File: src/rtl/fetch_unit.sv
// fetch_unit: instruction-fetch stage sitting in front of the controller/decoder.
// It holds the program counter and fetches one 32-bit word at a time over a
// req/ack handshake. It presents the instruction and its op field for decode
// until the datapath retires it, then steps to the next PC.
// Optional build macro: FETCH_TIMEOUT_EN adds a bounded wait for imem_ack.
// With the macro defined, an expired wait sets a sticky fetch_err and parks the stage.
module fetch_unit #(
  parameter logic [31:0] RESET_PC = 32'h0000_0000,
  parameter int          OP_MSB   = 31,
  parameter int          OP_LSB   = 27,
  parameter int          TIMEOUT  = 16
) (
  input  logic                     clk,
  input  logic                     reset_n,
  output logic                     imem_req,
  output logic [31:0]              imem_addr,
  input  logic                     imem_ack,
  input  logic [31:0]              imem_rdata,
  output logic [31:0]              instr,
  output logic [OP_MSB-OP_LSB:0]   op,
  output logic                     instr_valid,
  input  logic                     instr_done,
  input  logic                     pcsrc,
  input  logic                     jump,
  input  logic [15:0]              branch_imm,
  input  logic [25:0]              jump_target,
  output logic [31:0]              pc,
  output logic [31:0]              pc_plus4,
  output logic                     fetch_err
);

  typedef enum logic [1:0] {
    BOOT  = 2'd0,
    FETCH = 2'd1,
    HOLD  = 2'd2
  } state_t;

  state_t      state;
  logic [31:0] next_pc;
  logic [31:0] branch_off;

  // Memory always sees the current PC; the op field is a plain slice of the latched word.
  assign imem_addr = pc;
  assign pc_plus4  = pc + 32'd4;
  assign op        = instr[OP_MSB:OP_LSB];

  // Word offset, sign-extended and scaled to bytes.
  assign branch_off = {{14{branch_imm[15]}}, branch_imm, 2'b00};

  // Select the successor PC. A jump takes priority over a taken branch.
  always_comb begin
    // NOTE: next_pc gets a value on every path first, so no latch can be inferred.
    next_pc = pc_plus4;
    if (jump) begin
      next_pc = {pc_plus4[31:28], jump_target, 2'b00};
    end else if (pcsrc) begin
      next_pc = pc_plus4 + branch_off;
    end
  end

`ifdef FETCH_TIMEOUT_EN
  localparam int CW = $clog2(TIMEOUT + 1);
  logic [CW-1:0] wait_cnt;

  // Count FETCH cycles without an ack; the count restarts on every entry to FETCH.
  always_ff @(posedge clk or negedge reset_n) begin
    if (!reset_n) begin
      wait_cnt <= '0;
    end else if (state != FETCH) begin
      wait_cnt <= '0;
    end else if (!imem_ack) begin
      wait_cnt <= wait_cnt + 1'b1;
    end
  end
`else
  assign fetch_err = 1'b0;
`endif

  // Fetch sequencer: BOOT -> FETCH (wait for ack) -> HOLD (wait for retire) -> FETCH.
  // All handshake outputs and the PC are registered here.
  always_ff @(posedge clk or negedge reset_n) begin
    if (!reset_n) begin
      state       <= BOOT;
      pc          <= RESET_PC;
      instr       <= '0;
      instr_valid <= 1'b0;
      imem_req    <= 1'b0;
`ifdef FETCH_TIMEOUT_EN
      fetch_err   <= 1'b0;
`endif
    end else begin
      // NOTE: state is updated with non-blocking assignments so every register
      // in this block samples the values from before the clock edge.
      case (state)
        BOOT: begin
          imem_req <= 1'b1;
          state    <= FETCH;
        end

        FETCH: begin
          if (imem_ack) begin
            instr       <= imem_rdata;
            instr_valid <= 1'b1;
            imem_req    <= 1'b0;
            state       <= HOLD;
          end
`ifdef FETCH_TIMEOUT_EN
          else if (wait_cnt == CW'(TIMEOUT - 1)) begin
            fetch_err <= 1'b1;
            imem_req  <= 1'b0;
            state     <= HOLD;
          end
`endif
        end

        HOLD: begin
          // A parked stage (instr_valid low) never leaves HOLD.
          if (instr_done && instr_valid) begin
            pc          <= next_pc;
            instr_valid <= 1'b0;
            imem_req    <= 1'b1;
            state       <= FETCH;
          end
        end

        default: begin
          state       <= BOOT;
          imem_req    <= 1'b0;
          instr_valid <= 1'b0;
        end
      endcase
    end
  end

endmodule
File: config.mk
export PLATFORM = sky130hd
export DESIGN_NAME = fetch_unit
export DESIGN_NICKNAME = d
export VERILOG_FILES = /design/src/rtl/fetch_unit.sv
export SDC_FILE = /design/constraint.sdc
export NUM_CORES = 1
export LEC_CHECK = 0
export BUFFER_PORTS_ARGS = -buffer_cell sky130_fd_sc_hd__buf_2
export CAP_MARGIN = 15
export CORE_ASPECT_RATIO = 2
export CORE_MARGIN = 2
export CORE_UTILIZATION = 50
export DETAILED_ROUTE_END_ITERATION = 10
export HOLD_SLACK_MARGIN = 0.03
export MAX_ROUTING_LAYER = met4
export PLACE_DENSITY_LB_ADDON = 0.25
export SKIP_LAST_GASP = 1
export SYNTH_ARGS = -nofsm -noshare
export SYNTH_HDL_FRONTEND = slang
export SYNTH_SLANG_ARGS = --single-unit
export TNS_END_PERCENT = 100
File: constraint.sdc
create_clock -name clk -period 4 [get_ports clk]
set_input_delay 1.2 -clock clk [delete_from_list [all_inputs] [get_ports clk]]
set_output_delay 1.2 -clock clk [all_outputs]
set_load 0.05 [all_outputs]
==> flow_summary_export.csv, run 1 <==
group,metric,value,unit
timing,finClkSkew,3.32,ps
clocking,h-tree-depth,3,
run,max-cap-violations,0,
timing,slew_headroom,48.5,%
global_routing,grt_pass1_vias,5913,
timing,worst_pin_slew,773,ps
setup_path,endpoint_kind,"flop",
global_routing,grt_max_degree,34,
setup_path,cpPeakStageDelay,420,ps
clocking,clk-insertion-delay-late,330,ps
synthesis,synth_edf_count,0,
place,dp_hpwl,15.4,mm
timing,setup_viol,0,
global_routing,grt_pass1_wl,29.7,mm
clocking,clk_pin_slew,60,ps
setup_path,critical_path.most_common_cell,"nand3_1",
setup_path,critical_path_required,4210,ps
global_routing,grt_overflow,0,
detailed_routing,wl,19.1,mm
clocking,cts_root_buffer,"clkbuf_16",
synthesis,synth_top_flop_cell,"dfrtp_1",
floorplanning,initial_utilization,51.0,%
finish,fillers,935,
floorplanning,fp.dieW,78.5,um
finish,area_delta_synth_final,31.3,%
detailed_routing,wl_per_cell,19.7,um
synthesis,synth_top_family_by_area,"compound AO/OA/AOI/OAI gates",
synthesis,synth_compound_area_share,20.0,%
synthesis,avgSynthCellArea,8.73,um^2
synthesis,ys_ff_latch,65,
finish,antennaDiodeCount,0,
global_routing,met2_usage,59.6,%
place,place_congestion,0.995,
finish,stdcell_area,7280,um^2
setup_path,start_kind,"flop",
synthesis,synth-simple-area-share,17.1,%
synthesis,seq_area_frac_synth,29.3,%
setup_path,cp_max_fo,7,
synthesis,netlist-cell-type-count,69,
global_routing,grt.total_usage,32.8,%
place,dp.cells,952,
floorplanning,row_count,54,
setup_path,cp_cell_sequence,"and4_4 > nand4_1 > or3_4 > nor3_4 > xor2_4 > ha_4 > and4_1 > and3_1 > a221oi_4 > o311ai_4 > nand3_1 > nand3_1 > or3_1 > a311o_1",
timing,timing.hold.ws,501,ps
synthesis,synth_area,5540,um^2
finish,finalNonFillerCells,973,
setup_path,slowest_stage,"dfrtp_2",
finish,final_common_cell,"buf_2",
synthesis,synthAdderAreaFrac,8.49,%
place,io_buffers,208,
clocking,clkSinkCount,65,
synthesis,synth-xor-area-share,7.74,%
detailed_routing,drc_errors,0,
clocking,numCtsBuffers,9,
synthesis,synth_warnings,0,
detailed_routing,num_vias,5760,
timing,period_share,97.4,%
floorplanning,core,10900,um^2
finish,fin_nets,945,
global_routing,grtUsageMet3,3.36,%
place,dpl_cell_area,6900,um^2
timing,fmax,0.257,GHz
detailed_routing,vias_per_cell,5.92,
clocking,clockBufferDepth,2,
timing,drv_slew,0,
global_routing,grt_util_met1,32.1,%
floorplanning,die_area,12000,um^2
global_routing,grt-busiest-layer,"met2",
status,status,"complete, no violations",
detailed_routing,first_pass_iters,6,
synthesis,ys_async_sr_fraction,100,%
worst_hold_path,hold_class,"flop to flop",
finish,final_cell_mix,"buf_2, nand2_1, a21oi_1",
setup_path,crit_type,"flop to flop",
floorplanning,io_pins,216,
timing,period_needed,3900,ps
synthesis,yosys-mux-area-fraction,9.10,%
finish,drive_above_1_share,42.3,%
synthesis,synthCells,635,
global_routing,antenna_found_initial,0,
detailed_routing,antenna_left,0,
clocking,cts_tree,"built",
timing,hold_violations,0,
floorplanning,die_h,153,um
setup_path,arrival,4110,ps
detailed_routing,first_iter_violations,287,
-- metrics by stage --
step	util [%]	TNS [ps]	setup WS [ps]
after global routing	66.9	-24.3	-24.3
after global placement	63.5	0	173
after CTS	66.3	0	18.4
final	66.9	0	103
after detailed placement	63.5	0	41.8
after floorplan	-	-6.45	-6.45
-- repair_timing --
action                     in CTS  in global routing
gates resized for setup         0                  7
setup buffers                   0                  5
hold buffers                    0                  0
setup endpoints to repair       0                  5
-- cells by family after synthesis --
| family | count (synthesis) |
|---|---|
| other | 1 |
| AOI/OAI and AO/OA | 170 |
| DFF | 65 |
| xor gates and xnor gates | 49 |
| buffers and inverters | 76 |
| muxes | 46 |
| and+or+nand+nor | 191 |
| adders and majority gates | 37 |
-- sequential cells by signal, summed over array words and instances (netlist names) --
name	cells
instr	32
instr_valid	1
state	1
imem_addr	30
imem_req	1
-- area by class of cell --
type	count	area, um^2	share of cell area, %
Multi-Input combinational cell	500	3830	52.6
Sequential cell	65	1650	22.6
Timing Repair Buffer	239	1270	17.5
Clock buffer	9	225	3.09
Tap cell	140	175	2.41
Clock inverter	7	77.6	1.07
Inverter	13	48.8	0.670
-- path summary, 6_finish.rpt --
kind                                              to                startpoint  slack (ps)  cells after the start
max                        imem_addr[31]$_DFFE_PN0P_  imem_addr[6]$_DFFE_PN0P_         100                     14
min                            instr[19]$_DFFE_PN0P_     instr[19]$_DFFE_PN0P_         500                      1
max reg2reg                imem_addr[31]$_DFFE_PN0P_  imem_addr[6]$_DFFE_PN0P_         100                     14
min reg2reg                    instr[19]$_DFFE_PN0P_     instr[19]$_DFFE_PN0P_         500                      1
max in group asynchronous      instr[25]$_DFFE_PN0P_                   reset_n        1990                      3
min in group asynchronous      instr[16]$_DFFE_PN0P_                   reset_n         940                      1
-- per-layer routing --
layer	share of wire [%]	wire length (um)
met3	5.0	957
met1	33	6270
met2	55	10500
met5	0	0
met4	7.3	1400
-- cells in the mapped netlist, drive strengths merged (9+ instances only) --
cell type	instances	area share [%]
a211oi	9	1.2
mux2	35	7.1
xor2	20	3.2
nand3	29	3.1
o21ai	36	3.2
nand4	9	1.0
mux2i	11	2.0
nor3	10	0.99
xnor2	29	4.6
a21oi	50	4.5
nor2	47	3.5
and3	10	1.1
a21o	16	2.2
buf	45	6.0
nand2	61	4.1
ha	36	8.1
clkbuf	18	1.2
inv	12	0.81
dfrtp	65	29
-- critical path: cells and delay by family, from the launching register on --
| kind | cells | cell delay (ps) |
|---|---|---|
| and+or+nand+nor | 9 | 2110 |
| AOI/OAI and AO/OA | 3 | 750 |
| DFF | 1 | 420 |
| adders and majority gates | 1 | 260 |
| xor gates and xnor gates | 1 | 230 |
Power of run 1 is left out: the tool's default activity adds up to more than one toggle a clock period on the data nets, which glitch-free logic cannot reach.
==> run 2: changes to the inputs <==
--- a/config.mk
+++ b/config.mk
@@ -14,6 +14,7 @@
 export HOLD_SLACK_MARGIN = 0.03
 export MAX_ROUTING_LAYER = met4
 export PLACE_DENSITY_LB_ADDON = 0.25
+export RECOVER_POWER = 100
 export SKIP_LAST_GASP = 1
 export SYNTH_ARGS = -nofsm -noshare
 export SYNTH_HDL_FRONTEND = slang
==> run 2 against run 1 <==
Net effect: the flow now finishes with violations (max-capacitance violations, max-slew violations); final area down 2.0%; global-route usage stayed put; utilization is 1.4 points lower; register-to-register slack about the same; first-iteration DRC count increased by 10%.
==> flow_summary_export.csv, run 2 (synthesized netlist as in run 1, its figures left out) <==
group,metric,value,unit
worst_hold_path,hold_class,"flop to flop",
place,place_congestion,0.995,
setup_path,arrival,4110,ps
place,dp_hpwl,15.4,mm
detailed_routing,wl_per_cell,19.7,um
timing,drv_slew,34,
global_routing,grt_pass1_vias,5913,
global_routing,grt.total_usage,32.8,%
status,violations,"max-capacitance violations, max-slew violations",
floorplanning,initial_utilization,51.0,%
run,max-cap-violations,1,
setup_path,crit_family,"simple AND/OR/NAND/NOR gates",
detailed_routing,num_vias,5782,
detailed_routing,drc_errors,0,
floorplanning,row_count,54,
timing,period_needed,3900,ps
finish,drive_above_1_share,28.8,%
timing,timing.hold.ws,507,ps
setup_path,slowest_stage,"dfrtp_2",
clocking,clk_pin_slew,60,ps
global_routing,grt_max_degree,34,
setup_path,cp_cell_sequence,"and4_4 > nand4_1 > or3_4 > nor3_4 > xor2_4 > ha_4 > and4_1 > and3_1 > a221oi_4 > o311ai_4 > nand3_1 > nand3_1 > or3_1 > a311o_1",
clocking,cts_tree,"built",
setup_path,crit_type,"flop to flop",
finish,antennaDiodeCount,0,
timing,fmax,0.256,GHz
setup_path,r2r_cells,14,
floorplanning,core,10900,um^2
status,status,"complete, but fails checks",
setup_path,critical_path.most_common_cell,"nand3_1",
finish,fillers,1013,
setup_path,path_buf_inv,0,
global_routing,antenna_found_initial,0,
setup_path,startpoint,"imem_addr[6]$_DFFE_PN0P_",
setup_path,r2r_start,"imem_addr[6]$_DFFE_PN0P_",
floorplanning,io_pins,216,
finish,area_delta_synth_final,28.6,%
setup_path,start_kind,"flop",
global_routing,grt_pass1_wl,29.7,mm
clocking,clockBufferDepth,2,
clocking,clk-insertion-delay-late,330,ps
floorplanning,die_area,12000,um^2
detailed_routing,wl,19.2,mm
timing,worst_pin_slew,1830,ps
setup_path,ff2ff_setup_slack,100,ps
clocking,h-tree-depth,3,
detailed_routing,vias_per_cell,5.94,
detailed_routing,first_iter_violations,316,
timing,hold_violations,0,
finish,top_register,"instr",
finish,fin_nets,945,
timing,setup_viol,0,
timing,slew_headroom,-22.1,%
finish,final_cell_mix,"clkbuf_1, buf_2, nand2_1",
timing,finClkSkew,3.42,ps
floorplanning,die_h,153,um
place,io_buffers,208,
finish,largest_reg_flops,32,
floorplanning,fp.dieW,78.5,um
clocking,numCtsBuffers,9,
setup_path,cpPeakStageDelay,420,ps
global_routing,grt_overflow,0,
setup_path,r2r-end,"imem_addr[31]$_DFFE_PN0P_",
detailed_routing,antenna_left,0,
setup_path,cp_max_fo,7,
setup_path,endpoint_kind,"flop",
clocking,clkSinkCount,65,
detailed_routing,first_pass_iters,7,
setup_path,crit_end,"imem_addr[31]$_DFFE_PN0P_",
setup_path,path_depth,14,
clocking,cts_root_buffer,"clkbuf_16",
timing,period_share,97.6,%
finish,final_common_cell,"clkbuf_1",
setup_path,critical_path_required,4210,ps
[run 2: what timing repair did]
item | 4_1_cts | 5_1_grt
buffers inserted | 0 | 5
setup endpoints to repair | 0 | 5
hold buffers | 0 | 0
resized for setup | 0 | 7
[run 2: worst min-delay path by stage]
stage | from | cells past startpoint | end | slack [ps]
floorplan | state[1]$_DFFE_PN0P_ | 1 | instr_valid$_DFFE_PN0P_ | 480
global placement | instr[16]$_DFFE_PN0P_ | 1 | instr[16]$_DFFE_PN0P_ | 480
detailed placement | instr[19]$_DFFE_PN0P_ | 1 | instr[19]$_DFFE_PN0P_ | 490
CTS | instr[19]$_DFFE_PN0P_ | 1 | instr[19]$_DFFE_PN0P_ | 500
global route | instr[8]$_DFFE_PN0P_ | 1 | instr[8]$_DFFE_PN0P_ | 520
finish | instr[20]$_DFFE_PN0P_ | 1 | instr[20]$_DFFE_PN0P_ | 510
[run 2: cell type report]
cell class | count | area, um^2 | area share, %
clock inverters | 7 | 77.6 | 1.09
repair buffers | 239 | 1130 | 15.8
well taps | 140 | 175 | 2.46
clock buffers | 9 | 225 | 3.16
inverters | 13 | 48.8 | 0.684
flip-flops and latches | 65 | 1650 | 23.1
multi-input cells | 500 | 3830 | 53.7
[run 2: worst register-to-register path: stages, from the launching register on]
cell and delay [ps]:
dfrtp_2 420, and4_4 290, nand4_1 160, or3_4 420, nor3_4 210, xor2_4 230
ha_4 260, and4_1 250, and3_1 230, a221oi_4 280, o311ai_4 200, nand3_1 140
nand3_1 110, or3_1 330, a311o_1 270
[run 2: stage by stage]
| stage | TNS [ps] | instance area [um^2] | instances | setup slack [ps] | util [%] |
|---|---|---|---|---|---|
| floorplan | -6.45 | 5890 | 641 | -6.45 | - |
| global placement | 0 | 6900 | 952 | 173 | 63.5 |
| detailed placement | 0 | 6900 | 952 | 41.8 | 63.5 |
| CTS | 0 | 7210 | 968 | 18.4 | 66.3 |
| global route | -27.1 | 7130 | 973 | -27.1 | 65.6 |
| finish | 0 | 7130 | 973 | 96.2 | 65.6 |
[run 2: per-layer routing]
layer | vias up | track usage, % | part of all wire (%)
li1 | 2665 | - | -
met1 | 2740 | 32.1 | 33
met2 | 303 | 59.6 | 55
met3 | 74 | 3.36 | 5.0
met4 | 0 | 21.9 | 7.0
met5 | - | - | 0
Power of run 2 is left out for the same reason.
